`src/rtl/pk_hasti.sv`:
```
// Shared HASTI (AHB-Lite) definitions: transfer/size encodings, response
// values and the size/address to byte-lane-enable mapping.
package pk_hasti;

  typedef enum logic [1:0] {
    HTRANS_IDLE   = 2'd0,
    HTRANS_BUSY   = 2'd1,
    HTRANS_NONSEQ = 2'd2,
    HTRANS_SEQ    = 2'd3
  } htrans_t;

  typedef enum logic [2:0] {
    HSIZE_BYTE  = 3'd0,
    HSIZE_HALF  = 3'd1,
    HSIZE_WORD  = 3'd2,
    HSIZE_DWORD = 3'd3
  } hsize_t;

  localparam logic HRESP_OKAY  = 1'b0;
  localparam logic HRESP_ERROR = 1'b1;

  // Byte lanes touched by a transfer on a 32-bit little-endian bus.
  // Misaligned halfwords/words fall back to their natural lanes.
  function automatic logic [3:0] hsize_to_be(input hsize_t hsize, input logic [1:0] addr_lo);
    logic [3:0] be;
    case (hsize)
      HSIZE_BYTE: be = 4'b0001 << addr_lo;
      HSIZE_HALF: be = addr_lo[1] ? 4'b1100 : 4'b0011;
      HSIZE_WORD: be = 4'b1111;
      default:    be = 4'b1111;
    endcase
    return be;
  endfunction

endpackage

```
`src/rtl/if_hasti_slave_io.sv`:
```
// HASTI slave-side bus bundle. Modport n is the slave view fed by the
// slave multiplexer.
interface if_hasti_slave_io;
  logic [31:0] haddr;
  logic        hwrite;
  logic [2:0]  hsize;
  logic [1:0]  htrans;
  logic [31:0] hwdata;
  logic        hsel;
  logic        hready;
  logic [31:0] hrdata;
  logic        hreadyout;
  logic        hresp;

  modport n (
    input  haddr, hwrite, hsize, htrans, hwdata, hsel, hready,
    output hrdata, hreadyout, hresp
  );
endinterface

```
`src/rtl/hasti_sram_slave.sv`:
```
// HASTI slave in front of a single-port synchronous SRAM, zero wait states.
// Reads strobe the SRAM in the address phase; writes go through a one-entry
// buffer that is committed whenever the SRAM port is not taken by a read.
// Optional build macro HASTI_SRAM_ERR_EN enables out-of-range and
// misalignment error responses (two-cycle ERROR).
module hasti_sram_slave
  import pk_hasti::*;
#(
  parameter int MEM_AW = 12
) (
  input  logic              hclk,
  input  logic              hresetn,
  if_hasti_slave_io.n       in,
  output logic              mem_ce,
  output logic              mem_we,
  output logic [3:0]        mem_be,
  output logic [MEM_AW-1:0] mem_addr,
  output logic [31:0]       mem_wdata,
  input  logic [31:0]       mem_rdata
);

  typedef enum logic [2:0] {
    IDLE  = 3'd0,
    READ  = 3'd1,
    WRITE = 3'd2,
    ERR1  = 3'd3,
    ERR2  = 3'd4
  } state_t;

  state_t            state_r;
  logic              hreadyout_r;
  logic              hresp_r;

  logic              accept_s;
  logic              err_s;
  logic              rd_acc_s;
  logic              wr_acc_s;
  logic [MEM_AW-1:0] word_addr_s;
  logic [3:0]        be_s;

  logic              wb_valid_r;
  logic [MEM_AW-1:0] wb_addr_r;
  logic [3:0]        wb_be_r;
  logic [31:0]       wb_data_r;
  logic [MEM_AW-1:0] rd_addr_r;

  logic              commit_s;
  logic [31:0]       commit_data_s;
  logic              wb_hit_s;
  logic [31:0]       rdata_merged_s;

  assign accept_s    = in.hsel && in.hready &&
                       ((in.htrans == HTRANS_NONSEQ) || (in.htrans == HTRANS_SEQ));
  assign word_addr_s = in.haddr[MEM_AW+1:2];
  assign be_s        = hsize_to_be(hsize_t'(in.hsize), in.haddr[1:0]);

`ifdef HASTI_SRAM_ERR_EN
  logic range_err_s;
  logic align_err_s;
  assign range_err_s = (in.haddr >> (MEM_AW + 2)) != 32'd0;
  assign align_err_s = ((in.hsize == HSIZE_HALF) && in.haddr[0]) ||
                       ((in.hsize == HSIZE_WORD) && (in.haddr[1:0] != 2'd0));
  assign err_s       = accept_s && (range_err_s || align_err_s);
`else
  // Upper address bits are ignored so the memory aliases across the space.
  logic unused_haddr_s;
  assign unused_haddr_s = ^in.haddr[31:MEM_AW+2];
  assign err_s          = 1'b0;
`endif

  assign rd_acc_s = accept_s && !in.hwrite && !err_s;
  assign wr_acc_s = accept_s &&  in.hwrite && !err_s;

  // A read owns the SRAM port; the buffered write only goes when it is free.
  // While the buffered write is still in its own data phase its data is live
  // on hwdata rather than in wb_data_r.
  assign commit_s      = wb_valid_r && !rd_acc_s;
  assign commit_data_s = (state_r == WRITE) ? in.hwdata : wb_data_r;
  assign wb_hit_s      = wb_valid_r && (wb_addr_r == rd_addr_r);

  // SRAM request: read strobe in the address phase, else buffered-write commit.
  always_comb begin
    mem_ce    = 1'b0;
    mem_we    = 1'b0;
    mem_be    = 4'b0000;
    mem_addr  = '0;
    mem_wdata = 32'd0;
    if (!hresetn) begin
      mem_ce = 1'b0;
    end else if (rd_acc_s) begin
      mem_ce   = 1'b1;
      mem_be   = be_s;
      mem_addr = word_addr_s;
    end else if (commit_s) begin
      mem_ce    = 1'b1;
      mem_we    = 1'b1;
      mem_be    = wb_be_r;
      mem_addr  = wb_addr_r;
      mem_wdata = commit_data_s;
    end else begin
      mem_ce = 1'b0;
    end
  end

  // Read data: pending buffered bytes for the same word override SRAM lanes.
  always_comb begin
    rdata_merged_s = mem_rdata;
    for (int i = 0; i < 4; i++) begin
      if (wb_hit_s && wb_be_r[i]) begin
        rdata_merged_s[8*i +: 8] = wb_data_r[8*i +: 8];
      end else begin
        rdata_merged_s[8*i +: 8] = mem_rdata[8*i +: 8];
      end
    end
  end

  assign in.hrdata    = (state_r == READ) ? rdata_merged_s : 32'd0;
  assign in.hreadyout = hreadyout_r;
  assign in.hresp     = hresp_r;

  // Data-phase FSM with registered hreadyout/hresp.
  always_ff @(posedge hclk or negedge hresetn) begin
    if (!hresetn) begin
      state_r     <= IDLE;
      hreadyout_r <= 1'b1;
      hresp_r     <= HRESP_OKAY;
    end else begin
      case (state_r)
        ERR1: begin
          state_r     <= ERR2;
          hreadyout_r <= 1'b1;
          hresp_r     <= HRESP_ERROR;
        end
        IDLE, READ, WRITE, ERR2: begin
          if (err_s) begin
            state_r     <= ERR1;
            hreadyout_r <= 1'b0;
            hresp_r     <= HRESP_ERROR;
          end else if (rd_acc_s) begin
            state_r     <= READ;
            hreadyout_r <= 1'b1;
            hresp_r     <= HRESP_OKAY;
          end else if (wr_acc_s) begin
            state_r     <= WRITE;
            hreadyout_r <= 1'b1;
            hresp_r     <= HRESP_OKAY;
          end else begin
            state_r     <= IDLE;
            hreadyout_r <= 1'b1;
            hresp_r     <= HRESP_OKAY;
          end
        end
        default: begin
          state_r     <= IDLE;
          hreadyout_r <= 1'b1;
          hresp_r     <= HRESP_OKAY;
        end
      endcase
    end
  end

  // Read address held for the data-phase merge comparison.
  always_ff @(posedge hclk or negedge hresetn) begin
    if (!hresetn) begin
      rd_addr_r <= '0;
    end else if (rd_acc_s) begin
      rd_addr_r <= word_addr_s;
    end else begin
      rd_addr_r <= rd_addr_r;
    end
  end

  // Write buffer: address/lanes taken at acceptance, data at the data phase.
  // An accepted write always coincides with a commit of the previous entry.
  always_ff @(posedge hclk or negedge hresetn) begin
    if (!hresetn) begin
      wb_valid_r <= 1'b0;
      wb_addr_r  <= '0;
      wb_be_r    <= 4'b0000;
      wb_data_r  <= 32'd0;
    end else begin
      if (wr_acc_s) begin
        wb_valid_r <= 1'b1;
        wb_addr_r  <= word_addr_s;
        wb_be_r    <= be_s;
      end else if (commit_s) begin
        wb_valid_r <= 1'b0;
      end else begin
        wb_valid_r <= wb_valid_r;
      end
      if (state_r == WRITE) begin
        wb_data_r <= in.hwdata;
      end else begin
        wb_data_r <= wb_data_r;
      end
    end
  end

endmodule

```
`src/flat_wrapper.sv`:
```
// flat-port wrapper written by rule: the top's interface ports become plain ports
module hasti_sram_slave_flat import pk_hasti::*;
#(
  parameter int MEM_AW = 12
)
  (hclk, hresetn, mem_ce, mem_we, mem_be, mem_addr, mem_wdata, mem_rdata, in_haddr, in_hwrite, in_hsize, in_htrans, in_hwdata, in_hsel, in_hready, in_hrdata, in_hreadyout, in_hresp);
  if_hasti_slave_io in_i ();
  input  logic hclk;
  input  logic hresetn;
  output logic mem_ce;
  output logic mem_we;
  output logic [3:0] mem_be;
  output logic [MEM_AW-1:0] mem_addr;
  output logic [31:0] mem_wdata;
  input  logic [31:0] mem_rdata;
  input wire logic [$bits(in_i.haddr)-1:0] in_haddr;
  input wire logic [$bits(in_i.hwrite)-1:0] in_hwrite;
  input wire logic [$bits(in_i.hsize)-1:0] in_hsize;
  input wire logic [$bits(in_i.htrans)-1:0] in_htrans;
  input wire logic [$bits(in_i.hwdata)-1:0] in_hwdata;
  input wire logic [$bits(in_i.hsel)-1:0] in_hsel;
  input wire logic [$bits(in_i.hready)-1:0] in_hready;
  output wire logic [$bits(in_i.hrdata)-1:0] in_hrdata;
  output wire logic [$bits(in_i.hreadyout)-1:0] in_hreadyout;
  output wire logic [$bits(in_i.hresp)-1:0] in_hresp;
  assign in_i.haddr = in_haddr;
  assign in_i.hwrite = in_hwrite;
  assign in_i.hsize = in_hsize;
  assign in_i.htrans = in_htrans;
  assign in_i.hwdata = in_hwdata;
  assign in_i.hsel = in_hsel;
  assign in_i.hready = in_hready;
  assign in_hrdata = in_i.hrdata;
  assign in_hreadyout = in_i.hreadyout;
  assign in_hresp = in_i.hresp;
  hasti_sram_slave #(.MEM_AW(MEM_AW)) u_core (.hclk(hclk), .hresetn(hresetn), .in(in_i), .mem_ce(mem_ce), .mem_we(mem_we), .mem_be(mem_be), .mem_addr(mem_addr), .mem_wdata(mem_wdata), .mem_rdata(mem_rdata));
endmodule
```
`config.mk`:
```
export PLATFORM = sky130hd
export DESIGN_NAME = hasti_sram_slave_flat
export DESIGN_NICKNAME = d
export VERILOG_FILES = /design/src/rtl/pk_hasti.sv /design/src/rtl/if_hasti_slave_io.sv /design/src/rtl/hasti_sram_slave.sv /design/src/flat_wrapper.sv
export SDC_FILE = /design/constraint.sdc
export NUM_CORES = 1
export LEC_CHECK = 0
export CORE_ASPECT_RATIO = 0.6
export CORE_MARGIN = 2
export CORE_UTILIZATION = 44
export CTS_BUF_LIST = sky130_fd_sc_hd__clkbuf_16
export DETAILED_ROUTE_END_ITERATION = 7
export PLACE_DENSITY = 0.89
export SLEW_MARGIN = 5
export SYNTH_ARGS = -nofsm -noshare
export SYNTH_HDL_FRONTEND = slang
export SYNTH_SLANG_ARGS = --single-unit
```
`constraint.sdc`:
```
create_clock -name hclk -period 5.9 [get_ports hclk]
set_clock_uncertainty 0.15 [all_clocks]
set_input_delay 0.885 -clock hclk [delete_from_list [all_inputs] [get_ports hclk]]
set_output_delay 0.885 -clock hclk [all_outputs]
set_load 0.005 [all_outputs]
```
==> flow_summary.toml <==
[setup_path]
cp_slowest_stage_delay_ns = 0.57
crit_family = "buffers and inverters"
crit_slowest_cell = "and2_1"
worstSetupPathType = "primary input to primary output"
worstPathArrival_ns = 3.17
cp_common_cell = "clkdlybuf4s50_1"
cp.required_ns = 4.87
crit_chain = "clkdlybuf4s50_1, nand3_1, nor2_1, buf_4, and2_1, a22o_1, clkdlybuf4s50_1"
endpoint_kind = "primary output"
crit_fanout = 16
cp_num_buf_inv = 3
start_kind = "primary input"

[synthesis]
synth_top_family_by_area = "simple AND/OR/NAND/NOR gates"
ys_warn_count = 0
yosys-top-cells-count = "nand2_1 (103), dfrtp_1 (65), mux2_2 (35), and2_1 (33), mux2i_1 (32)"
async_flop_share = 1.00
netlist_instances = 366
synth.net_count = 472
yosys.area.top_type = "dfrtp_1"
synth_edf_count = 0
synth-simple-area-share = 0.227
synth_cell_type_count = 31
synth_top_cell_area_share = 0.431
synthXorXnorAreaFrac = 0.0418
yosysMostFrequentCell = "nand2_1"
synth_ff_type = "dfrtp_1"
ys_ff_latch = 65
synth.area.top_cells = "dfrtp_1 (43%), mux2_2 (10%), nand2_1 (10%), mux2i_1 (8.5%), and2_1 (5.5%)"
synth_mux_area_frac = 0.225
synth_area_per_cell_um2 = 10.3
ys_seq_area_frac = 0.431
synth_adder_area_share = 0.00265
synth-compound-area-share = 0.0451
syn_area_um2 = 3770

[die]
start_util = 0.448
coreArea_um2 = 8430
fp.dieW_um = 124
num_rows = 26
ios = 190
die_y_um = 75.7
die-area_um2 = 9360

[final_layout]
final_cells = 647
drive_above_1_share = 0.136
antenna_cells = 0
ff_latch_area_um2 = 1630
layout-area-overhead-vs-synth_pct = 55.0
fillers = 646
finalNetCount = 636
multi_input_area_um2 = 2060

[placement]
placed_cells = 631
pre_cts_slack_ns = 1.71
numPortBuffers = 169
routabilityCongestion = 0.753
hpwl_um = 8000

[hold_path]
hold_class = "register to register"

[global_route]
grt_use_met1 = 0.274
globalRoute.busiestLayer = "met2"
grt_max_degree = 65
grt_pass1_vias = 3396
met3_usage = 0.0763
grt_pass1_wl_um = 16400
use_met2 = 0.402
grt_usage = 0.233
antenna_found_initial = 0
grt-ovfl-total = 0

[power]
power.density_nw_per_um2 = 243
leakage_nw = 2.31
vdd_drop_max_mv = 0.150

[status]
status = "finished, final reports clean"

[clocking]
postCtsResizedCells = 0
cts_setup_buffers = 0
worstSkewPairLatency_ns = 0.33
cts.sinks = 65
clk_pin_slew_worst_paths_ns = 0.05
clockBufferDepth = 2
cts_tree = "done"
cts_root_buffer = "clkbuf_16"
htree_levels = 3
holdBufCountCts = 0
cts_buffers = 9

[sta]
fin_crit_ns = 4.21
worst_pin_slew_ns = 1.04
period_share = 0.713
worst_slack_ns = 1.69
setup_viol = 0
maxSlewHeadroom = 0.307
fin_setup_tns_ns = 0
max_freq_mhz = 238
drv_slew = 0
rsz0062_at_grt = "false"
hold_viol = 0

[flow_run]
maxCapViolations = 0

[routing]
drt_iter0_drc = 153
wl_per_cell_um = 16.6
vias = 3332
wl_um = 10800
final_antenna_net_count = 0
drt-vias-per-instance = 5.15
dr.pass1.iters = 4
drc = 0
state kept, by name, summed over array words and instances, names as in the netlist:
register           flops
u_core.wb_addr_r      12
u_core.wb_data_r      32
u_core.wb_be_r         4
u_core.wb_valid_r      1
u_core.rd_addr_r      12
u_core.state_r         3
u_core.in.hresp        1
cells by family after synthesis:
group | count (synthesis)
simple gates | 164
mux | 79
flops | 65
buf+inv | 23
compound gates | 21
xor+xnor | 12
fa+ha+maj | 1
other cells | 1
placed cells by master (no fill, tap or decap), types with 7 or more instances in the layout:
master and instances:
and2_1 33, a22o_1 16, clkdlybuf4s50_1 168, mux2_1 12, mux2_2 35, clkbuf_16 9, nand2_1 103, nor2_1 7
xnor2_2 7, mux2i_1 32, dfrtp_1 65
where the power goes:
part / internal (W) / switching, W / total [W]
clock network: 0.000322 / 0.000190 / 0.000511
logic: 0.000175 / 0.000130 / 0.000305
registers: 0.000537 / 0.0000690 / 0.000606
worst paths after layout:
path / start / endpoint / slack (ns) / depth (start not counted)
max: in_hsel / mem_addr[1] / 1.69 / 7
min: u_core.wb_data_r[6]$_DFF_PN0_ / u_core.wb_data_r[6]$_DFF_PN0_ / 0.36 / 1
max reg2reg: u_core.state_r[2]$_DFF_PN0_ / u_core.wb_data_r[15]$_DFF_PN0_ / 4.13 / 3
min reg2reg: u_core.wb_data_r[6]$_DFF_PN0_ / u_core.wb_data_r[6]$_DFF_PN0_ / 0.36 / 1
max in group asynchronous: hresetn / u_core.wb_addr_r[8]$_DFFE_PN0P_ / 4.16 / 2
min in group asynchronous: hresetn / u_core.wb_data_r[24]$_DFF_PN0_ / 0.48 / 1
per-stage QoR:
stage / utilization / power, W / instance area [um2] / hold WS (ns)
global route: 0.694 / 0.00149 / 5850 / 0.365
CTS: 0.694 / 0.00144 / 5850 / 0.357
finish: 0.694 / 0.00142 / 5850 / 0.358
detailed placement: 0.660 / 0.000919 / 5560 / 0.345
floorplan: - / 0.000781 / 3770 / 0.317
global placement: 0.660 / 0.000894 / 5560 / 0.331
layout make-up:
class	count	area share
Sequential cell	65	0.278
Clock buffer	9	0.0385
Timing Repair Buffer	175	0.296
Clock inverter	7	0.0105
Tap cell	112	0.0240
Multi-Input combinational cell	278	0.352
Inverter	1	0.000642
routing by layer:
metal	up-vias	share of wire
li1	1564	-
met1	1639	0.42
met2	115	0.49
met3	14	0.073
met4	0	0.016
met5	-	0
(Power assumes the default switching activity.)
